### src/rtl/edd_checkout_ctrl.sv
// edd_checkout_ctrl: self-checkout sequencer driving the electronic discount/theft detector.
// Define EDD_ALARM_LATCH_EN to latch a stolen result in ALARM until clear.
module edd_checkout_ctrl #(
    parameter int SETTLE_CYCLES = 2,
    parameter int MAX_ITEMS = 9
) (
    input  logic       clk,
    input  logic       reset,
    input  logic       scan,
    input  logic       clear,
    input  logic [2:0] upc_in,
    input  logic       mark_in,
    output logic [2:0] edd_upc,
    output logic       edd_mark,
    input  logic       edd_discount,
    input  logic       edd_stolen,
    output logic       busy,
    output logic [3:0] item_count,
    output logic [3:0] disc_count,
    output logic       alarm,
    output logic       done
);
    localparam logic [3:0] SETTLE_LD = 4'(SETTLE_CYCLES);
    localparam logic [3:0] MAX_CNT = 4'(MAX_ITEMS);
`ifdef EDD_ALARM_LATCH_EN
    typedef enum logic [1:0] {IDLE, SETTLE, SAMPLE, ALARM} state_t;
`else
    typedef enum logic [1:0] {IDLE, SETTLE, SAMPLE} state_t;
`endif
    state_t state;
    logic [3:0] settle_cnt;
    always_ff @(posedge clk or posedge reset) begin
        if (reset) begin
            state <= IDLE;
            settle_cnt <= '0;
            edd_upc <= '0;
            edd_mark <= 1'b0;
            item_count <= '0;
            disc_count <= '0;
            alarm <= 1'b0;
            done <= 1'b0;
            busy <= 1'b0;
        end else if (clear) begin
            state <= IDLE;
            settle_cnt <= '0;
            edd_upc <= '0;
            edd_mark <= 1'b0;
            item_count <= '0;
            disc_count <= '0;
            alarm <= 1'b0;
            done <= 1'b0;
            busy <= 1'b0;
        end else begin
            done <= 1'b0;
`ifndef EDD_ALARM_LATCH_EN
            alarm <= 1'b0;
`endif
            case (state)
                IDLE: begin
                    if (scan && item_count < MAX_CNT) begin
                        edd_upc <= upc_in;
                        edd_mark <= mark_in;
                        settle_cnt <= SETTLE_LD;
                        state <= SETTLE;
                        busy <= 1'b1;
                    end
                end
                SETTLE: begin
                    settle_cnt <= settle_cnt - 4'd1;
                    if (settle_cnt <= 4'd1) state <= SAMPLE;
                end
                SAMPLE: begin
                    // disc_count only moves with item_count, so it can never overtake it
                    item_count <= (item_count < MAX_CNT) ? item_count + 4'd1 : item_count;
                    disc_count <= (edd_discount && disc_count < MAX_CNT) ? disc_count + 4'd1 : disc_count;
                    done <= 1'b1;
`ifdef EDD_ALARM_LATCH_EN
                    state <= edd_stolen ? ALARM : IDLE;
                    busy <= edd_stolen;
                    alarm <= edd_stolen;
`else
                    state <= IDLE;
                    busy <= 1'b0;
                    alarm <= edd_stolen;
`endif
                end
                default: begin
`ifndef EDD_ALARM_LATCH_EN
                    state <= IDLE;
                    busy <= 1'b0;
`endif
                end
            endcase
        end
    end
endmodule

### config.mk
export PLATFORM = sky130hd
export DESIGN_NAME = edd_checkout_ctrl
export DESIGN_NICKNAME = d
export VERILOG_FILES = /design/src/rtl/edd_checkout_ctrl.sv
export SDC_FILE = /design/constraint.sdc
export NUM_CORES = 1
export LEC_CHECK = 0
export BUFFER_PORTS_ARGS = -buffer_cell sky130_fd_sc_hd__buf_2
export CORE_UTILIZATION = 37
export DETAILED_ROUTE_END_ITERATION = 8
export MAX_ROUTING_LAYER = met4
export SYNTH_ARGS = -nofsm -noshare
export SYNTH_HDL_FRONTEND = slang
export SYNTH_SLANG_ARGS = --single-unit
### constraint.sdc
create_clock -name clk -period 1.97 [get_ports clk]
set_clock_uncertainty 0.15 [all_clocks]
set_input_delay 0.394 -clock clk [delete_from_list [all_inputs] [get_ports clk]]
set_output_delay 0.394 -clock clk [all_outputs]
set_load 0.05 [all_outputs]
* Yosys cells after proc, flatten, opt, wreduce, memory -nomap -nowiden
Cells that the tools add are included.
** Storage, ports and cells
- Input bits :: 10
- Word-level logic and storage cells :: 61
- Output and inout bits :: 15
- Bits in registers :: 21
** Operators by class
- $lt $le $gt $ge :: 3
- Reduce and logical (&&, ||, !) cells :: 15
- Equality and inequality tests :: 5
- Add/sub/neg operators :: 3
- Mux-type cells :: 26
** Operators by type and width (count)
- 2-to-1 mux 4 bit :: 8
- AND reduction 2 bit :: 6
- nonzero test 2 bit :: 5
- 2-to-1 mux 1 bit :: 9
- 2-to-1 mux 3 bit :: 3
- adder 4 x 1 -> 4 bit (second input constant) :: 2
- less-than comparator 4 bit (second input constant) :: 2
- one-hot mux 4 bit (2 select lines) :: 1
- 2-to-1 mux 2 bit :: 3
- inequality test 3 bit (second input constant) :: 2
- less-or-equal comparator 4 x 1 -> 1 bit (second input constant) :: 1
- one-hot mux 2 bit (2 select lines) :: 1
- subtractor 4 x 1 -> 4 bit (second input constant) :: 1
- nonzero test 3 bit :: 1
- == test 2 x 1 -> 1 bit (second input constant) :: 1
- == test 2 bit (second input constant) :: 1
- logical AND 1 bit :: 2
- zero test 2 bit :: 1
- inequality test 2 bit (second input constant) :: 1
- one-hot mux 1 bit (2 select lines) :: 1

* Logic depth before layout (Yosys ltp)
Gate-level depths: netlist of run 1.
- Word-level depth :: 5
- Mapped depth :: 5

* Worst setup path before layout of run 1
No wires, ideal clock.
- Path type :: register -> register
- Start :: register item_count[0]
- End :: register item_count[0]
- Slack :: 97 ps
- Required time :: 1695 ps
- Buffers on the path :: 0
- Library setup time :: 125 ps
- Stages on the path, launching flop included :: 6
- Data arrival time :: 1598 ps
- Path through :: dfrtp_1 > inv_1 > ha_1 > nand2b_4 > a21oi_1 > mux2_2
** Between the ends
- Cells in the longest elaborated chain, start to end :: 4
- Elaborated cells on any way between the ends :: 7
- Classes of those cells :: add/sub: 1; order compare: 1; mux: 3; reduce/logical: 2
** Ends and longest elaborated chain
- start, declared :: RTL line 18 : output logic [3:0] item_count,
- start signal, assigned :: RTL line 74 : item_count <= (item_count < MAX_CNT) ? item_count + 4'd1 : item_count;
- adder 4 x 1 -> 4 bit :: RTL line 74
- 2-to-1 mux 4 bit :: RTL line 74
- 2-to-1 mux 4 bit :: RTL line 58 : case (state)
- 2-to-1 mux 4 bit :: RTL line 43 : end else if (clear) begin
Parallel ways exist; a longest one is shown, timed or not. The select of a mux whose other input is x is not followed.
A chain may end at the register's enable or synchronous reset.

* Worst setup path in the final report of run 1
- Start :: register item_count[1]
- End :: register item_count[0]
** Between the ends
- Cells in the longest elaborated chain, start to end :: 3
** Ends and longest elaborated chain (RTL line)
- less-than comparator 4 bit :: 74
- nonzero test 2 bit (no source line)
- AND reduction 2 bit (no source line)
No other way between the ends.

==> summary.md, run 1 <==
| Metric | Value |
|---|---|
| Run status | `finished clean` |
| Synth Area in Adders | `6.40%` |
| IO Pins | `25` |
| Critical path fanouts, max | `5` |
| Post-synthesis mux area share | `8.74%` |
| Power Density | `669 nW/µm²` |
| Tightest Hold Check Type | `in -> reg` |
| Setup violators final | `0` |
| Distinct cells, synth | `37` |
| Worst Setup Slack, final | `about 0.24 ns` |
| Clock network fraction of design power | `roughly 23%` |
| Power share of the combinational group | `around 25%` |
| Final hold vios | `0` |
| Grt total ovfl | `0` |
| Sw Pwr | `304 µW` |
| Syn Inst Count | `113` |
| Clock H-tree levels | `1` |
| Detailed-placement wirelength estimate | `1640 µm` |
| Largest family of logic cells by synthesized area | `simple AND/OR/NAND/NOR gates` |
| Slew @ Worst Pin | `roughly 0.48 ns` |
| Clock transition at path regs | `~0.11 ns` |
| Peak VDD IR | `0.408 mV` |
| Final GP Congestion | `0.770` |
| Period utilisation layout | `87.6%` |
| Register share of total power | `roughly 52%` |
| Crit path required time | `2.01 ns` |
| Die area | `3400 µm²` |
| DP Worst Slack | `0.262 ns` |
| Max_cap viols | `0` |
| RSZ-0062 raised after global routing | `no` |
| First-pass detailed-route iteration total | `4` |
| Antenna violations before repair | `0` |
| Max-slew violations | `0` |
| Die Wd | `~60 µm` |
| Worst-Skew Late Latency | `0.31 ns` |
| Power Internal | `627 µW` |
| Crit-path cells | `inv_1 -> ha_1 -> nand2b_4 -> a21oi_1 -> mux2_2` |
| Initial DRC Count | `20` |
| Share of layout cells above drive strength 1 | `28.4%` |
| CTS tree | `done` |
| Switching part of the total | `between 30% and 40%` |
| Net count after synthesis | `129` |
| Port Buffer Count | `24` |
| Overall power | `931 µW` |
| All-Layer GR Usage | `16.2%` |
| Core ar. | `approximately 3000 µm²` |
| Setup crit end kind | `register` |
| Synth Area in Simple Gates | `20.6%` |
| Leak pwr | `0.000688 µW` |
| WL final | `2270 µm` |
| Commonest non-fill, non-tap cell in the layout | `buf_2` |
| Vias | `approximately 900` |
| Largest net degree at the start of global routing | `33` |
| Highest-count cells in the layout ignoring fill and taps | `24 x buf_2, 21 x dfrtp_1, 16 x nand2b_1, 12 x nor2_1, 11 x inv_1` |
| Drt drc | `0` |
| Clock Tree Root | `clkbuf_4` |
| Worst rel slew slack | `68.1%` |
| Fmax | `579 MHz` |
| Synth Area in Compound Gates | `between 10% and 20%` |
| DR WL/cell | `12.3 µm` |
| Post-route ant nets | `0` |
| CP max stage delay | `0.45 ns` |
| Worst path arrival time | `1.77 ns` |
| Die H | `58.3 µm` |
| Deepest clock path buffer count | `2` |
| Mean Syn Cell Area | `slightly above 10 µm²` |
| Post CTS Setup Buffer Count | `0` |
| Number of global-route vias before repair | `891` |
| Critical path's slowest cell | `dfrtp_1` |
| Syn. warnings | `0` |
| Final #Nets | `158` |
| Area delta synth->final | `18.5%` |
| Starting Density | `between 30% and 40%` |
| Number of antenna diodes | `0` |
| Post-route minimum period | `1.73 ns` |
| WS Path Type | `reg -> reg` |
| Yosys reg bits | `21` |
| First-pass GRT wire length | `4000 µm` |
| Final TNS setup | `0 ns` |
| CP startpoint kind | `register` |
| Vias per cell | `4.87` |
| Cts bufs inserted | `3` |
| Clock sink count | `21` |
| Synth Area in XOR/XNOR | `0%` |
| Site Rows | `20` |
| Register area share after synthesis | `between 40% and 50%` |
| Synthesized cell area | `1170 µm²` |
==> layer usage <==
metal | global-route usage, % | routed length, µm
met1 | 20.0 | 1050
met2 | 25.8 | 1120
met3 | 3.30 | 75
met4 | 7.14 | 29
met5 | - | 0
==> critical path, delay by kind of cell (launching register included) <==
family / cells / cell delay [ns]
fa+ha+maj: 1 / 0.18
mux: 1 / 0.37
buf+inv: 1 / 0.08
simple gates: 1 / 0.09
compound gates: 1 / 0.30
flops: 1 / 0.45
==> per-stage QoR <==
stage	cell area (µm²)	hold WS (ns)	util, %	std cells
floorplan	1170	0.221	-	113
global placement	1360	0.291	44.8	180
detailed placement	1360	0.291	44.8	180
CTS	1390	0.138	46.0	185
global route	1390	0.126	46.0	185
finish	1390	0.143	46.0	185
==> cell usage after synthesis (all sizes together) <==
library cell  count  area share (%)
dfrtp            21              45
nand2b           18              10
inv              12             3.8
nor2             12             3.8
mux2i             8             6.8
ha                6             6.4
a21oi             3             1.3
a211oi            2             2.8
a311oi            2             1.5
a31oi             2             1.1
buf               2            0.75
clkbuf            2            0.64
mux2              2             1.9
nor3              2             1.3
o21a              2             1.3
o31ai             2             1.3
or4               2             1.6
a2111o            1            0.96
a21boi            1            0.64
a31o              1            0.75
a41oi             1            0.75
and2              1            0.53
and3              1            0.53
and3b             1            0.75
nand2             1            0.32
nor2b             1            0.53
nor4b             1            0.75
o211a             1            0.85
o21ai             1            0.43
o32ai             1            0.75
==> final timing paths <==
kind | from | end | slack [ns] | cells after the start
setup / recovery | item_count[1] | item_count[0] | 0.24 | 5
hold / removal | edd_stolen | alarm | 0.14 | 2
setup reg to reg | item_count[1] | item_count[0] | 0.24 | 5
hold reg to reg | busy | busy | 0.37 | 1
max in group asynchronous | reset | disc_count[3] | 0.95 | 4
min in group asynchronous | reset | edd_upc[0] | 0.48 | 4
==> cell type report <==
| cell class | instances | area (µm²) |
|---|---|---|
| inverter | 12 | 45.0 |
| clock buffer | 4 | 26.3 |
| timing repair buffer | 28 | 153 |
| fill | 309 | 1640 |
| tap | 44 | 55.1 |
| multi-input combinational | 76 | 587 |
| sequential | 21 | 526 |
==> what timing repair did <==
| item | CTS | global route |
|---|---|---|
| resized for setup | 0 | 0 |
| hold buffers | 1 | 0 |
| setup endpoints to repair | 0 | 0 |
| hold endpoints to repair | 21 | 0 |
==> flip-flops by register name, summed over array words and instances (netlist names), 2 cells and up <==
name,flops
state,2
item_count,4
edd_upc,3
disc_count,4
settle_cnt,4
==> power by group through the flow <==
| stage | logic, µW | registers [µW] | clock network, µW |
|---|---|---|---|
| after detailed placement | 231 | 495 | 0 |
| after global placement | 227 | 493 | 0 |
| after CTS | 233 | 488 | 219 |
| after floorplan | 129 | 535 | 0 |
| after global routing | 253 | 492 | 237 |
| final | 230 | 488 | 214 |
==> kinds of logic (layout without fill, tap and decap cells) <==
| logic type | count (synthesis) | after routing |
|---|---|---|
| fa+ha+maj | 6 | 6 |
| buf+inv | 16 | 44 |
| compound gates | 20 | 20 |
| simple gates | 40 | 40 |
| flops | 21 | 21 |
| mux | 10 | 10 |
No activity file was read; power rests on OpenSTA's default activity.
==> inputs of run 2 (changes only) <==
--- a/config.mk
+++ b/config.mk
@@ -6,9 +6,10 @@
 export NUM_CORES = 1
 export LEC_CHECK = 0
 export BUFFER_PORTS_ARGS = -buffer_cell sky130_fd_sc_hd__buf_2
-export CORE_UTILIZATION = 37
+export CORE_UTILIZATION = 53
 export DETAILED_ROUTE_END_ITERATION = 8
 export MAX_ROUTING_LAYER = met4
+export PLACE_DENSITY = 0.78
 export SYNTH_ARGS = -nofsm -noshare
 export SYNTH_HDL_FRONTEND = slang
 export SYNTH_SLANG_ARGS = --single-unit
==> summary.md, run 2 (synthesized netlist as in run 1, its figures left out) <==
| Metric | Value |
|---|---|
| Run status | `finished clean` |
| Drt drc | `0` |
| Initial DRC Count | `14` |
| Period utilisation layout | `88.8%` |
| Post-route ant nets | `0` |
| Antenna violations before repair | `0` |
| Clock sink count | `21` |
| CTS tree | `done` |
| Number of global-route vias before repair | `between 800 and 900` |
| Critical path fanouts, max | `5` |
| Worst rel slew slack | `67.3%` |
| Highest-count cells in the layout ignoring fill and taps | `24 x buf_2, 21 x dfrtp_1, 16 x nand2b_1, 12 x nor2_1, 11 x inv_1` |
| Starting Density | `around three fifths` |
| Site Rows | `16` |
| Leak pwr | `0.000686 µW` |
| Commonest non-fill, non-tap cell in the layout | `buf_2` |
| Final hold vios | `0` |
| Clock Tree Root | `clkbuf_4` |
| Finished Layout Cells | `167` |
| Crit path required time | `2.03 ns` |
| Die H | `around 49 µm` |
| Final #Nets | `157` |
| Worst path arrival time | `~1.8 ns` |
| Fmax | `572 MHz` |
| IO Pins | `25` |
| CTS Hold Bufs | `1` |
| Slew @ Worst Pin | `0.488 ns` |
| Die Wd | `approximately 49 µm` |
| Deepest clock path buffer count | `2` |
| Final GP Congestion | `0.775` |
| CP startpoint kind | `register` |
| All-Layer GR Usage | `between 20% and 30%` |
| Clock H-tree levels | `1` |
| Post-route minimum period | `about 1.7 ns` |
| Power Density | `~670 nW/µm²` |
| Max_cap viols | `0` |
| Vias per cell | `between 5 and 6` |
| Share of layout cells above drive strength 1 | `between 20% and 30%` |
| Port Buffer Count | `24` |
| Post-cts resize count | `0` |
| First-pass GRT wire length | `3840 µm` |
| Peak VDD IR | `0.452 mV` |
| Worst-Skew Late Latency | `about 0.30 ns` |
| Setup violators final | `0` |
| Detailed-placement wirelength estimate | `1530 µm` |
| WS Path Type | `reg -> reg` |
| Core ar. | `2020 µm²` |
| Die area | `2410 µm²` |
| Vias | `between 900 and 1k` |
| Top flop regs | `disc_count (4), item_count (4), settle_cnt (4)` |
| Number of antenna diodes | `0` |
| DR WL/cell | `12.8 µm` |
| RSZ-0062 raised after global routing | `no` |
| WL final | `2150 µm` |
| First-pass detailed-route iteration total | `4` |
| Final TNS setup | `0 ns` |
| Clock transition at path regs | `0.13 ns` |
| Setup crit end kind | `register` |
| Grt total ovfl | `0` |
| Post CTS Setup Buffer Count | `0` |
| Area delta synth->final | `16.2%` |
| Max-slew violations | `0` |
| Dpl cells | `162` |
| Cts bufs inserted | `3` |
| Tightest Hold Check Type | `in -> reg` |
| Largest net degree at the start of global routing | `33` |
run 2: path summary, 6_finish.rpt:
path	startpoint	slack (ns)	to	cells after the start
max in group asynchronous	reset	0.95	settle_cnt[3]	4
min in group asynchronous	reset	0.50	edd_mark	4
min reg2reg	busy	0.36	busy	1
max	item_count[0]	0.22	item_count[0]	5
max reg2reg	item_count[0]	0.22	item_count[0]	5
min	edd_stolen	0.13	alarm	2
run 2: layout make-up:
cell class | instances | area [µm²]
Fill cell | 174 | 658
Inverter | 12 | 45.0
Clock inverter | 1 | 5.00
Sequential cell | 21 | 526
Timing Repair Buffer | 27 | 145
Tap cell | 27 | 33.8
Clock buffer | 3 | 22.5
Multi-Input combinational cell | 76 | 587
run 2: critical path, stage by stage (launching register included):
cell and delay, ns:
dfrtp_1 0.44, inv_1 0.10, ha_1 0.19, nand2b_4 0.09, a21oi_1 0.32, mux2_2 0.37
run 2: where the power goes:
part | leakage [µW] | internal (µW) | total, µW | switching [µW]
logic | 0.000383 | 86.0 | 225 | 139
registers | 0.000286 | 459 | 484 | 25.9
clock network | 0.0000177 | 75.6 | 210 | 134
run 2: routing by layer:
| metal | up-vias | part of all wire, % | global-route usage, % |
|---|---|---|---|
| met5 | - | 0 | - |
| met1 | 443 | 50 | 30.0 |
| met4 | 0 | 0 | 5.88 |
| met3 | 0 | 3.5 | 4.05 |
| met2 | 22 | 46 | 32.9 |
| li1 | 439 | - | - |
run 2: stage by stage:
| stage | cell area [µm²] | total power [µW] | hold WS [ns] | setup WS, ns | util (%) |
|---|---|---|---|---|---|
| final | 1360 | 920 | 0.134 | 0.221 | 67.5 |
| after global routing | 1360 | 975 | 0.126 | 0.107 | 67.5 |
| after CTS | 1360 | 930 | 0.126 | 0.225 | 67.5 |
| after detailed placement | 1330 | 718 | 0.295 | 0.244 | 65.6 |
| after global placement | 1330 | 711 | 0.281 | 0.286 | 65.6 |
| after floorplan | 1170 | 663 | 0.221 | 0.0969 | - |
==> inputs of run 3 (changes only) <==
--- a/config.mk
+++ b/config.mk
@@ -8,7 +8,6 @@
 export BUFFER_PORTS_ARGS = -buffer_cell sky130_fd_sc_hd__buf_2
 export CORE_UTILIZATION = 53
 export DETAILED_ROUTE_END_ITERATION = 8
-export MAX_ROUTING_LAYER = met4
 export PLACE_DENSITY = 0.78
 export SYNTH_ARGS = -nofsm -noshare
 export SYNTH_HDL_FRONTEND = slang
==> summary.md, run 3 (synthesized netlist as in run 1, its figures left out) <==
| Metric | Value |
|---|---|
| Run status | `finished clean` |
| All-Layer GR Usage | `21.1%` |
| Antenna violations before repair | `0` |
| CP max stage delay | `0.44 ns` |
| Util after Layout | `67.5%` |
| Dpl cells | `162` |
| CTS Hold Bufs | `1` |
| Area delta synth->final | `16.2%` |
| Leak pwr | `roughly 0.00069 µW` |
| DR WL/cell | `12.9 µm` |
| Initial DRC Count | `14` |
| Final hold vios | `0` |
| Die Wd | `49.1 µm` |
| Post CTS Setup Buffer Count | `0` |
| Worst Hold Depth | `2` |
| Max-slew violations | `0` |
| Crit path required time | `around 2.0 ns` |
| Top flop regs | `disc_count (4), item_count (4), settle_cnt (4)` |
| WL final | `~2100 µm` |
| WS Path Type | `reg -> reg` |
| Hold wc startpoint | `edd_stolen` |
| First-pass GRT wire length | `between 3000 and 4000 µm` |
| DP Worst Slack | `between 0.2 and 0.25 ns` |
| Fill cell count | `174` |
| Worst-Skew Late Latency | `0.30 ns` |
| Core ar. | `2020 µm²` |
| Hold WS | `roughly 0.13 ns` |
| Final #Nets | `157` |
| IO Pins | `25` |
| Worst rel slew slack | `67.3%` |
| Clock sink count | `21` |
| CTS tree | `done` |
| Number of global-route vias before repair | `864` |
| Critical path fanouts, max | `5` |
| Post-cts resize count | `0` |
| Commonest non-fill, non-tap cell in the layout | `buf_2` |
| Worst path arrival time | `about 1.8 ns` |
| Vias per cell | `5.48` |
| Finished Layout Cells | `167` |
| Final TNS setup | `0 ns` |
| Vias | `915` |
| Number of antenna diodes | `0` |
| Fmax | `572 MHz` |
| Worst r2r src | `item_count[0]` |
| Largest net degree at the start of global routing | `33` |
| Grt total ovfl | `0` |
| Tightest Hold Check Type | `in -> reg` |
| RSZ-0062 raised after global routing | `no` |
| CP startpoint kind | `register` |
| Area taken by multi-input logic gates | `roughly 590 µm²` |
| Starting Density | `58.0%` |
| Deepest clock path buffer count | `2` |
| Post-route minimum period | `~1.7 ns` |
| Clock transition at path regs | `0.12 ns` |
| Reg2Reg Setup Slack | `0.22 ns` |
| Highest-count cells in the layout ignoring fill and taps | `24 x buf_2, 21 x dfrtp_1, 16 x nand2b_1, 12 x nor2_1, 11 x inv_1` |
| R2r worst-path depth | `5` |
| Period utilisation layout | `88.7%` |
| Crit-path cells | `inv_1 -> ha_1 -> nand2b_4 -> a21oi_1 -> mux2_2` |
| Worst hold path endpoint | `alarm` |
| Die H | `49.1 µm` |
| Setup crit end kind | `register` |
| Die area | `2410 µm²` |
| Detailed-placement wirelength estimate | `1530 µm` |
| Worst Setup Slack, final | `0.222 ns` |
| Sequential cell area | `roughly 530 µm²` |
| First-pass detailed-route iteration total | `4` |
| Setup violators final | `0` |
| Slew @ Worst Pin | `between 0.4 and 0.5 ns` |
| Clock H-tree levels | `1` |
| Peak VDD IR | `0.452 mV` |
| Port Buffer Count | `24` |
| Post-route ant nets | `0` |
| Drt drc | `0` |
| Site Rows | `16` |
| Share of layout cells above drive strength 1 | `between 20% and 30%` |
| R2r endpoint | `item_count[0]` |
| Final GP Congestion | `0.765` |
| Max_cap viols | `0` |
| Power Density | `674 nW/µm²` |
| Cts bufs inserted | `3` |
| Clock Tree Root | `clkbuf_4` |
| Critical path's slowest cell | `dfrtp_1` |
## run 3: cell counts in the layout (fill, tap and decap cells not counted)
Identical to the previous run, type by type.
## run 3: how the worst max path moves through the flow
stage | start | endpoint | slack (ns) | depth (start not counted)
floorplan | item_count[0] | item_count[0] | 0.1 | 5
finish | item_count[0] | item_count[0] | 0.22 | 5
detailed placement | item_count[0] | item_count[0] | 0.24 | 5
CTS | item_count[0] | item_count[0] | 0.22 | 5
global placement | item_count[0] | item_count[0] | 0.29 | 5
global route | item_count[0] | settle_cnt[3] | 0.11 | 5
## run 3: through the flow
step,total power [µW],cell area [µm²]
2_1_floorplan,663,1170
6_report,919,1360
5_1_grt,975,1360
3_3_place_gp,711,1330
3_5_place_dp,718,1330
4_1_cts,930,1360
## run 3: cell type report
type | count | share of cell area [%]
Clock buffer | 3 | 1.65
Clock inverter | 1 | 0.367
Inverter | 12 | 3.30
Multi-Input combinational cell | 76 | 43.0
Sequential cell | 21 | 38.5
Tap cell | 27 | 2.48
Timing Repair Buffer | 27 | 10.6
## run 3: critical path: cells and delay by family (launching register included)
kind            cells  cell delay [ns]
compound gates      1             0.31
fa+ha+maj           1             0.19
buf+inv             1             0.10
flops               1             0.44
mux                 1             0.37
simple gates        1             0.09
## run 3: metal layers
metal / vias to the layer above / GRT usage (%) / routed length, µm
met2: 25 / 32.9 / 961
met4: 0 / 5.88 / 24
li1: 441 / - / -
met5: - / 0 / 0
met1: 444 / 29.8 / 1080
met3: 5 / 4.36 / 84
## run 3: report_power, final
part           switching, µW  internal (µW)
combinational            139           86.0
clock                    133           75.7
sequential              25.8            459
total                    298            620
